File: config.mk
export PLATFORM = sky130hd
export DESIGN_NAME = count_uart_reporter_flat
export DESIGN_NICKNAME = d
export VERILOG_FILES = /design/src/rtl/count_uart_reporter_if.sv /design/src/rtl/count_uart_reporter.sv /design/src/flat_wrapper.sv
export SDC_FILE = /design/constraint.sdc
export NUM_CORES = 1
export LEC_CHECK = 0
export ABC_CLOCK_PERIOD_IN_PS = 1670
export BUFFER_PORTS_ARGS = -buffer_cell sky130_fd_sc_hd__buf_2
export CELL_PAD_IN_SITES_DETAIL_PLACEMENT = 0
export CELL_PAD_IN_SITES_GLOBAL_PLACEMENT = 2
export CORE_ASPECT_RATIO = 0.5
export CORE_UTILIZATION = 34
export DETAILED_ROUTE_END_ITERATION = 10
export GPL_ROUTABILITY_DRIVEN = 0
export PLACE_DENSITY = 0.74
export SLEW_MARGIN = 20
export SYNTH_ARGS = -nofsm -noshare
export SYNTH_HDL_FRONTEND = slang
export SYNTH_SLANG_ARGS = --single-unit
File: constraint.sdc
create_clock -name clk -period 1.67 [get_ports clk]
set_input_delay 0.501 -clock clk [delete_from_list [all_inputs] [get_ports clk]]
set_output_delay 0.501 -clock clk [all_outputs]
set_load 0.1 [all_outputs]
File: src/rtl/count_uart_reporter_if.sv
// count_uart_reporter_if: reporter bus; master drives count_i/force_i, slave drives tx_o/busy_o/pending_o
interface count_uart_reporter_if #(
  parameter int COUNT_WIDTH = 8
);
  logic [COUNT_WIDTH-1:0] count_i;
  logic force_i;
  logic tx_o;
  logic busy_o;
  logic pending_o;
  modport master(output count_i, force_i, input tx_o, busy_o, pending_o);
  modport slave(input count_i, force_i, output tx_o, busy_o, pending_o);
endinterface

File: src/rtl/count_uart_reporter.sv
// count_uart_reporter: sends count_i as hex+CRLF over 8N1 UART on change or force; ports clk, rst_n (sync low), bus (count_i, force_i -> tx_o, busy_o, pending_o)
module count_uart_reporter #(
  parameter int COUNT_WIDTH = 8,
  parameter int CLKS_PER_BIT = 104
) (
  input logic clk,
  input logic rst_n,
  count_uart_reporter_if.slave bus
);
  localparam int N = (COUNT_WIDTH + 3) / 4;
  localparam int SW = 4 * N;
  localparam int CW = $clog2(CLKS_PER_BIT);
  localparam int BW = $clog2(N + 2);
  typedef enum logic [1:0] {IDLE, START, DATA, STOP} state_t;
  state_t state_q, state_d;
  logic [CW-1:0] cnt_q, cnt_d;
  logic [2:0] bit_q, bit_d;
  logic [BW-1:0] byte_q, byte_d;
  logic [SW-1:0] sh_q, sh_d;
  logic [COUNT_WIDTH-1:0] last_q, last_d;
  logic force_q, force_d, tx_q, tx_d, changed, go, tick, last_byte;
  logic [3:0] nib;
  logic [7:0] cur;
  assign changed = bus.count_i != last_q;
  assign go = changed | force_q | bus.force_i;
  assign tick = cnt_q == CW'(CLKS_PER_BIT - 1);
  assign last_byte = byte_q == BW'(N + 1);
  assign nib = sh_q[SW-1 -: 4];
  assign cur = byte_q == BW'(N) ? 8'h0d : last_byte ? 8'h0a : nib < 4'd10 ? {4'h3, nib} : 8'h37 + {4'h0, nib};
  assign bus.tx_o = tx_q;
  assign bus.busy_o = state_q != IDLE;
  assign bus.pending_o = bus.busy_o & (changed | force_q);
  always_comb begin
    state_d = state_q;
    cnt_d = tick ? '0 : cnt_q + CW'(1);
    bit_d = bit_q;
    byte_d = byte_q;
    sh_d = sh_q;
    last_d = last_q;
    tx_d = tx_q;
    force_d = force_q | bus.force_i;
    case (state_q)
      IDLE: begin
        cnt_d = '0;
        if (go) begin
          state_d = START;
          tx_d = 1'b0;
          byte_d = '0;
          sh_d = SW'(bus.count_i);
          last_d = bus.count_i;
          force_d = 1'b0;
        end
      end
      START: if (tick) begin
        state_d = DATA;
        bit_d = '0;
        tx_d = cur[0];
      end
      DATA: if (tick) begin
        bit_d = bit_q + 3'd1;
        state_d = bit_q == 3'd7 ? STOP : DATA;
        tx_d = bit_q == 3'd7 ? 1'b1 : cur[bit_q + 3'd1];
      end
      STOP: if (tick) begin
        state_d = last_byte ? IDLE : START;
        tx_d = last_byte;
        byte_d = byte_q + BW'(1);
        sh_d = sh_q << 4;
      end
      default: state_d = IDLE;
    endcase
  end
  always_ff @(posedge clk) begin
    if (!rst_n) begin
      state_q <= IDLE;
      cnt_q <= '0;
      bit_q <= '0;
      byte_q <= '0;
      sh_q <= '0;
      last_q <= '0;
      force_q <= 1'b0;
      tx_q <= 1'b1;
    end else begin
      state_q <= state_d;
      cnt_q <= cnt_d;
      bit_q <= bit_d;
      byte_q <= byte_d;
      sh_q <= sh_d;
      last_q <= last_d;
      force_q <= force_d;
      tx_q <= tx_d;
    end
  end
endmodule

File: src/flat_wrapper.sv
// flat-port wrapper written by rule: the top's interface ports become plain ports
module count_uart_reporter_flat 
#(
  parameter int COUNT_WIDTH = 8,
  parameter int CLKS_PER_BIT = 104
)
  (clk, rst_n, bus_count_i, bus_force_i, bus_tx_o, bus_busy_o, bus_pending_o);
  count_uart_reporter_if #(.COUNT_WIDTH(COUNT_WIDTH)) bus_i ();
  input logic clk;
  input logic rst_n;
  input wire logic [$bits(bus_i.count_i)-1:0] bus_count_i;
  input wire logic [$bits(bus_i.force_i)-1:0] bus_force_i;
  output wire logic [$bits(bus_i.tx_o)-1:0] bus_tx_o;
  output wire logic [$bits(bus_i.busy_o)-1:0] bus_busy_o;
  output wire logic [$bits(bus_i.pending_o)-1:0] bus_pending_o;
  assign bus_i.count_i = bus_count_i;
  assign bus_i.force_i = bus_force_i;
  assign bus_tx_o = bus_i.tx_o;
  assign bus_busy_o = bus_i.busy_o;
  assign bus_pending_o = bus_i.pending_o;
  count_uart_reporter #(.COUNT_WIDTH(COUNT_WIDTH), .CLKS_PER_BIT(CLKS_PER_BIT)) u_core (.clk(clk), .rst_n(rst_n), .bus(bus_i));
endmodule
# Yosys cells after proc, flatten, opt, wreduce, memory -nomap -nowiden

Cells that the tools add are included.

Logic and storage cells: 69
Input bits: 11
Bits in registers: 32

Bitwise operators: 5
Eq/ne operators: 12
Reduce and logical (&&, ||, !) cells: 9
$lt $le $gt $ge: 2
$add $sub $neg: 4
Multiplexer cells: 29

Operator list:

| kind                                                                  | number |
|---|---|
| 8-bit two-way mux                                                     | 5 |
| 8-bit case mux with 2 select lines                                    | 1 |
| 2-bit two-way mux                                                     | 6 |
| 1-bit two-way mux                                                     | 10 |
| 2-bit equality test (second input constant)                           | 4 |
| 2-bit by 1-bit != test with 1-bit output (second input constant)      | 4 |
| 8-bit != test                                                         | 1 |
| 2-bit case mux with 4 select lines                                    | 1 |
| 6-bit by 4-bit adder with 7-bit output (first input constant)         | 1 |
| 7-bit by 1-bit adder with 7-bit output (second input constant)        | 1 |
| 7-bit equality test (second input constant)                           | 1 |
| 3-bit two-way mux                                                     | 2 |
| 3-bit case mux with 2 select lines                                    | 1 |
| 3-bit AND reduction                                                   | 2 |
| 2-bit nonzero test                                                    | 3 |
| 3-bit by 4-bit < comparator with 1-bit output (second input constant) | 1 |
| 4-bit < comparator (second input constant)                            | 1 |
| 1-bit case mux with 4 select lines                                    | 1 |
| 2-bit case mux with 2 select lines                                    | 1 |
| 4-bit AND reduction                                                   | 1 |
| 3-bit by 1-bit adder with 3-bit output (second input constant)        | 1 |
| 1-bit binary-select mux with 3-bit select                             | 1 |
| 3-bit equality test (second input constant)                           | 1 |
| 1-bit OR                                                              | 3 |
| 7 further kinds                                                       | 7 |

# Longest topological paths before layout

Word-level depth: 9
Mapped depth: 7

# Least setup slack after synthesis

Ideal clock, no wire load.

Path kind: reg2out
Start point: register u_core.state_q[0]
End point: output bus_pending_o
Arrival: 2.186 ns
Data required time: 1.169 ns
Slack: -1.017 ns
Cell stages (with the launch flop): 5
Path through: dfxtp_1 inv_1 ha_1 clkbuf_1 nor2_1

Word-level cells in the longest chain between the ends: 2

Ends and longest elaborated chain:

| what                   | RTL line                  | RTL |
|---|---|---|
| from (decl)            | count_uart_reporter.sv:15 | `state_t state_q, state_d;` |
| from (signal assigned) | count_uart_reporter.sv:84 | `state_q <= state_d;` |
| 2-bit nonzero test     | count_uart_reporter.sv:31 | `assign bus.busy_o = state_q != IDLE;` |
| 1-bit AND              | count_uart_reporter.sv:32 | `assign bus.pending_o = bus.busy_o & (changed \| force_q);` |
| to (decl)              | flat_wrapper.sv:15        | `output wire logic [$bits(bus_i.pending_o)-1:0] bus_pending_o;` |

No other way between the ends.

# Final worst setup path

Start point: register u_core.last_q[6]
End point: output bus_pending_o

Word-level cells in the longest chain between the ends: 3

Ends and longest elaborated chain:

| what                   | RTL line                  | RTL |
|---|---|---|
| from (decl)            | count_uart_reporter.sv:20 | `logic [COUNT_WIDTH-1:0] last_q, last_d;` |
| from (signal assigned) | count_uart_reporter.sv:89 | `last_q <= last_d;` |
| 8-bit != test          | count_uart_reporter.sv:24 | `assign changed = bus.count_i != last_q;` |
| 1-bit OR               | count_uart_reporter.sv:32 |  |
| 1-bit AND              | count_uart_reporter.sv:32 |  |

No other way between the ends.

==> impl_metrics.xml <==
<?xml version="1.0" encoding="UTF-8"?>
<metrics>
  <group name="status">
    <metric name="outcome" unit="">finished, violations left</metric>
    <metric name="failed_checks" unit="">negative setup slack</metric>
  </group>
  <group name="finish">
    <metric name="multi_input_area" unit="sq um">1430</metric>
    <metric name="final-seq-area" unit="sq um">663</metric>
    <metric name="final_nets" unit="">288</metric>
    <metric name="ratio_of_cells_with_drive_above_1_in_the_final_layout" unit="%">44.8</metric>
    <metric name="fillers" unit="">487</metric>
    <metric name="flow.area_growth_from_synthesis" unit="%">48.2</metric>
    <metric name="num_antenna_cells" unit="">0</metric>
    <metric name="design_area" unit="sq um">2860</metric>
  </group>
  <group name="timing">
    <metric name="max_slew_margin" unit="%">67.4</metric>
    <metric name="hold_slack" unit="ns">0.464</metric>
    <metric name="maxClockFrequency" unit="GHz">0.544</metric>
    <metric name="final.setup_skew" unit="ns">0.00552</metric>
    <metric name="final.min_clock_period" unit="ns">1.84</metric>
    <metric name="tightest_slew" unit="ns">0.493</metric>
    <metric name="fin_crit_sh" unit="%">110</metric>
    <metric name="layout_setup_ws" unit="ns">-0.169</metric>
    <metric name="timing.final.setup_violations" unit="">11</metric>
    <metric name="rsz_0062_raised_after_global_routing" unit="">true</metric>
    <metric name="timing_max_transition_violations_final" unit="">0</metric>
    <metric name="timing.final.hold_violations" unit="">0</metric>
  </group>
  <group name="routing">
    <metric name="first_iter_violations" unit="">49</metric>
    <metric name="post_drt_via_cell_ratio" unit="">4.92</metric>
    <metric name="detailedRoute.firstPassIterationCount" unit="">4</metric>
    <metric name="drc" unit="">0</metric>
    <metric name="routed_wire_length_per_instance" unit="um">13.5</metric>
    <metric name="dr_total_vias" unit="">1662</metric>
    <metric name="postRouteAntennaNets" unit="">0</metric>
    <metric name="wirelength" unit="mm">4.55</metric>
  </group>
  <group name="yosys">
    <metric name="yosys.area_share.adder" unit="%">6.49</metric>
    <metric name="count_of_synthesis_stage_warnings_from_yosys" unit="">0</metric>
    <metric name="xor_xnor_portion_of_the_synthesized_cell_area" unit="%">7.92</metric>
    <metric name="synth_simple_gate_area_share" unit="%">25.2</metric>
    <metric name="yosysTopAreaCell" unit="">sky130_fd_sc_hd__dfxtp_1</metric>
    <metric name="combinational_family_with_the_most_area_after_synthesis" unit="">simple AND/OR/NAND/NOR gates</metric>
    <metric name="seq_area_frac_synth" unit="%">33.2</metric>
    <metric name="fraction_of_synthesized_cell_area_taken_by_the_top_area_cell_type" unit="%">33.2</metric>
    <metric name="post_synth_inst_count" unit="">209</metric>
    <metric name="synth-compound-area-share" unit="%">15.8</metric>
    <metric name="synth-seq-cells" unit="">32</metric>
    <metric name="mappedNetlistNets" unit="">230</metric>
    <metric name="synth.cell_area" unit="sq um">1930</metric>
    <metric name="number_of_synthesized_flops_with_an_enable_pin" unit="">0</metric>
    <metric name="async_flop_share" unit="%">0</metric>
    <metric name="synthTopCellsByArea" unit="">sky130_fd_sc_hd__dfxtp_1, sky130_fd_sc_hd__ha_1, sky130_fd_sc_hd__mux2i_1</metric>
    <metric name="synth_cell_type_count" unit="">45</metric>
    <metric name="yosys_most_used_dff" unit="">sky130_fd_sc_hd__dfxtp_1</metric>
    <metric name="synth.avg_cell_area" unit="sq um">9.23</metric>
    <metric name="synth.mux.area_fraction" unit="%">8.11</metric>
  </group>
  <group name="place">
    <metric name="dpl-instance-area" unit="sq um">2470</metric>
    <metric name="port_buffers" unit="">13</metric>
    <metric name="place_hpwl" unit="mm">3.30</metric>
  </group>
  <group name="global_routing">
    <metric name="grt_first_pass_wirelength" unit="mm">7.72</metric>
    <metric name="initial_antenna_violation_count" unit="">0</metric>
    <metric name="met2_usage" unit="%">25.0</metric>
    <metric name="grt_start_max_net_pins" unit="">19</metric>
    <metric name="grt_most_used_layer" unit="">met2</metric>
    <metric name="grt.total_usage" unit="%">17.2</metric>
    <metric name="vias_in_the_first_global_route" unit="">1641</metric>
    <metric name="grt_util_met1" unit="%">23.2</metric>
    <metric name="gr-total-overflow" unit="">0</metric>
    <metric name="grt_util_met3" unit="%">6.38</metric>
  </group>
  <group name="critical_path">
    <metric name="crit_required" unit="ns">1.17</metric>
    <metric name="worst_setup_path_start_kind" unit="">register</metric>
    <metric name="critPathMaxFanout" unit="">3</metric>
    <metric name="critical_path.endpoint_type" unit="">output port</metric>
    <metric name="worst_endpoint_data_arrival_time" unit="ns">1.34</metric>
    <metric name="path_class" unit="">register to output port</metric>
  </group>
  <group name="pwr">
    <metric name="clockPowerShare" unit="%">21.8</metric>
    <metric name="seq_power_share" unit="%">27.1</metric>
    <metric name="comb_power_share" unit="%">51.2</metric>
    <metric name="cellLeakagePower" unit="nW">1.18</metric>
    <metric name="p_int" unit="mW">2.65</metric>
    <metric name="switching_share" unit="%">38.1</metric>
    <metric name="power-per-cell-area" unit="nW/um^2">1500</metric>
    <metric name="switchingPower" unit="mW">1.63</metric>
    <metric name="vdd.ir_drop.worst" unit="mV">0.776</metric>
    <metric name="finalPower" unit="mW">4.28</metric>
  </group>
  <group name="cts">
    <metric name="cts_made_buffers" unit="">5</metric>
    <metric name="holdBufCountCts" unit="">0</metric>
    <metric name="clockRootBuffer" unit="">sky130_fd_sc_hd__clkbuf_16</metric>
    <metric name="cts_sinks" unit="">32</metric>
    <metric name="cts.reportedPaths.clkPinSlew" unit="ns">0.06</metric>
    <metric name="clock_tree.buffer_depth" unit="">2</metric>
    <metric name="cts_max_level" unit="">2</metric>
    <metric name="cts_tree" unit="">done</metric>
    <metric name="worstSkewPairLatency" unit="ns">0.28</metric>
  </group>
  <group name="die">
    <metric name="die_width" unit="um">108</metric>
    <metric name="fp.coreArea" unit="sq um">5180</metric>
    <metric name="start_util" unit="%">37.2</metric>
    <metric name="die_height" unit="um">55.3</metric>
    <metric name="die_footprint" unit="sq um">5990</metric>
    <metric name="placementRows" unit="">18</metric>
    <metric name="io_pins" unit="">14</metric>
  </group>
  <group name="run">
    <metric name="cap_violations" unit="">0</metric>
  </group>
  <group name="hold_path">
    <metric name="min_path_type" unit="">register to register</metric>
  </group>
</metrics>
==> kinds of logic (layout without fill, tap and decap cells) <==
family | count (synthesis) | count (layout)
adder cells (fa/ha/maj) | 10 | 10
AO/OA/AOI/OAI | 39 | 39
buffers and inverters | 17 | 76
AND/OR/NAND/NOR | 82 | 82
XOR/XNOR | 14 | 14
multiplexers | 15 | 15
flip-flops | 32 | 32
==> critical path, stage by stage (launching register included) <==
cell                      delay, ns
sky130_fd_sc_hd__dfxtp_4       0.36
sky130_fd_sc_hd__xnor2_4       0.16
sky130_fd_sc_hd__nand4_4       0.14
sky130_fd_sc_hd__nor3_4        0.17
sky130_fd_sc_hd__nor2_4        0.05
sky130_fd_sc_hd__buf_12        0.16
==> path summary, 6_finish.rpt <==
kind	startpoint	endpoint	slack, ns	cells after the start
worst max-delay path	u_core.last_q[6]	bus_pending_o	-0.17	5
worst min-delay path	u_core.sh_q[1]	u_core.sh_q[1]	0.46	2
worst min register to register	u_core.sh_q[1]	u_core.sh_q[1]	0.46	2
worst max register to register	u_core.last_q[6]	u_core.last_q[7]	-0.07	9
==> routing by layer <==
layer	vias up	part of all wire, %
li1	862	-
met1	770	52
met2	23	43
met3	7	4.0
met4	0	1.3
met5	-	0
==> sequential cells by signal, indices dropped and copies added (netlist names) <==
register         flops
u_core.bit_q         3
u_core.sh_q          8
u_core.byte_q        2
u_core.state_q       2
u_core.cnt_q         7
u_core.force_q       1
u_core.bus.tx_o      1
u_core.last_q        8
==> placed cells by master (no fill, tap or decap), types with 4 or more instances in the layout <==
master and n:
sky130_fd_sc_hd__buf_6 5, sky130_fd_sc_hd__inv_1 5, sky130_fd_sc_hd__xnor2_4 5, sky130_fd_sc_hd__nand2_1 19
sky130_fd_sc_hd__o21ai_0 9, sky130_fd_sc_hd__ha_1 7, sky130_fd_sc_hd__buf_2 5, sky130_fd_sc_hd__dfxtp_2 9
sky130_fd_sc_hd__mux2i_1 12, sky130_fd_sc_hd__buf_4 47, sky130_fd_sc_hd__nor2b_1 9, sky130_fd_sc_hd__o21ai_1 4
sky130_fd_sc_hd__nor2_1 14, sky130_fd_sc_hd__clkbuf_16 5, sky130_fd_sc_hd__o211ai_1 4, sky130_fd_sc_hd__nand3_1 8
sky130_fd_sc_hd__o211a_1 5, sky130_fd_sc_hd__nand3b_1 4, sky130_fd_sc_hd__nand3_2 4, sky130_fd_sc_hd__dfxtp_1 20
==> per-stage QoR <==
stage                     setup WS, ns  instances  setup TNS [ns]  util [%]
after floorplan                 -0.150        209          -0.182         -
after detailed placement        -0.381        322           -4.68      47.7
after CTS                       -0.187        335          -0.321      53.5
final                           -0.169        338          -0.591      55.1
after global routing            -0.234        338           -1.70      55.1
after global placement          -0.368        322           -4.49      47.7
==> power by group through the flow <==
| stage | combinational, mW | clock, mW | sequential, mW |
|---|---|---|---|
| after global placement | 1.88 | 0 | 1.13 |
| after CTS | 2.10 | 0.964 | 1.14 |
| after global routing | 2.36 | 1.00 | 1.19 |
| after floorplan | 1.26 | 0 | 1.20 |
| final | 2.19 | 0.931 | 1.16 |
| after detailed placement | 1.90 | 0 | 1.14 |
==> area by class of cell <==
cell class / instances / share of cell area, %
well taps: 70 / 3.07
clock inverters: 2 / 0.350
clock buffers: 6 / 4.86
multi-input cells: 160 / 50.0
inverters: 8 / 1.18
flip-flops and latches: 32 / 23.2
repair buffers: 60 / 17.3
==> Yosys cell counts, types with 2 or more instances <==
| library cell | count |
|---|---|
| sky130_fd_sc_hd__a21oi_1 | 3 |
| sky130_fd_sc_hd__clkbuf_1 | 9 |
| sky130_fd_sc_hd__xor2_1 | 3 |
| sky130_fd_sc_hd__o41ai_1 | 3 |
| sky130_fd_sc_hd__o211a_1 | 5 |
| sky130_fd_sc_hd__nor2_1 | 16 |
| sky130_fd_sc_hd__mux2_2 | 2 |
| sky130_fd_sc_hd__nand2_1 | 20 |
| sky130_fd_sc_hd__nand2b_1 | 3 |
| sky130_fd_sc_hd__o21ai_0 | 13 |
| sky130_fd_sc_hd__nor3_1 | 3 |
| sky130_fd_sc_hd__nand3b_1 | 4 |
| sky130_fd_sc_hd__inv_1 | 8 |
| sky130_fd_sc_hd__ha_1 | 10 |
| sky130_fd_sc_hd__nand3_1 | 12 |
| sky130_fd_sc_hd__dfxtp_1 | 32 |
| sky130_fd_sc_hd__nand4_1 | 2 |
| sky130_fd_sc_hd__xnor2_2 | 4 |
| sky130_fd_sc_hd__o211ai_1 | 4 |
| sky130_fd_sc_hd__xnor2_1 | 7 |
| sky130_fd_sc_hd__mux2i_1 | 12 |
| sky130_fd_sc_hd__nor2b_1 | 9 |
| sky130_fd_sc_hd__a32oi_1 | 2 |
| sky130_fd_sc_hd__a211o_1 | 2 |
==> timing repair <==
item,CTS,global route
buffers inserted,5,3
pin swaps,14,3
endpoints found under the hold margin,0,0
setup endpoints to repair,12,21
resized for setup,30,18
(Power assumes the default switching activity.)
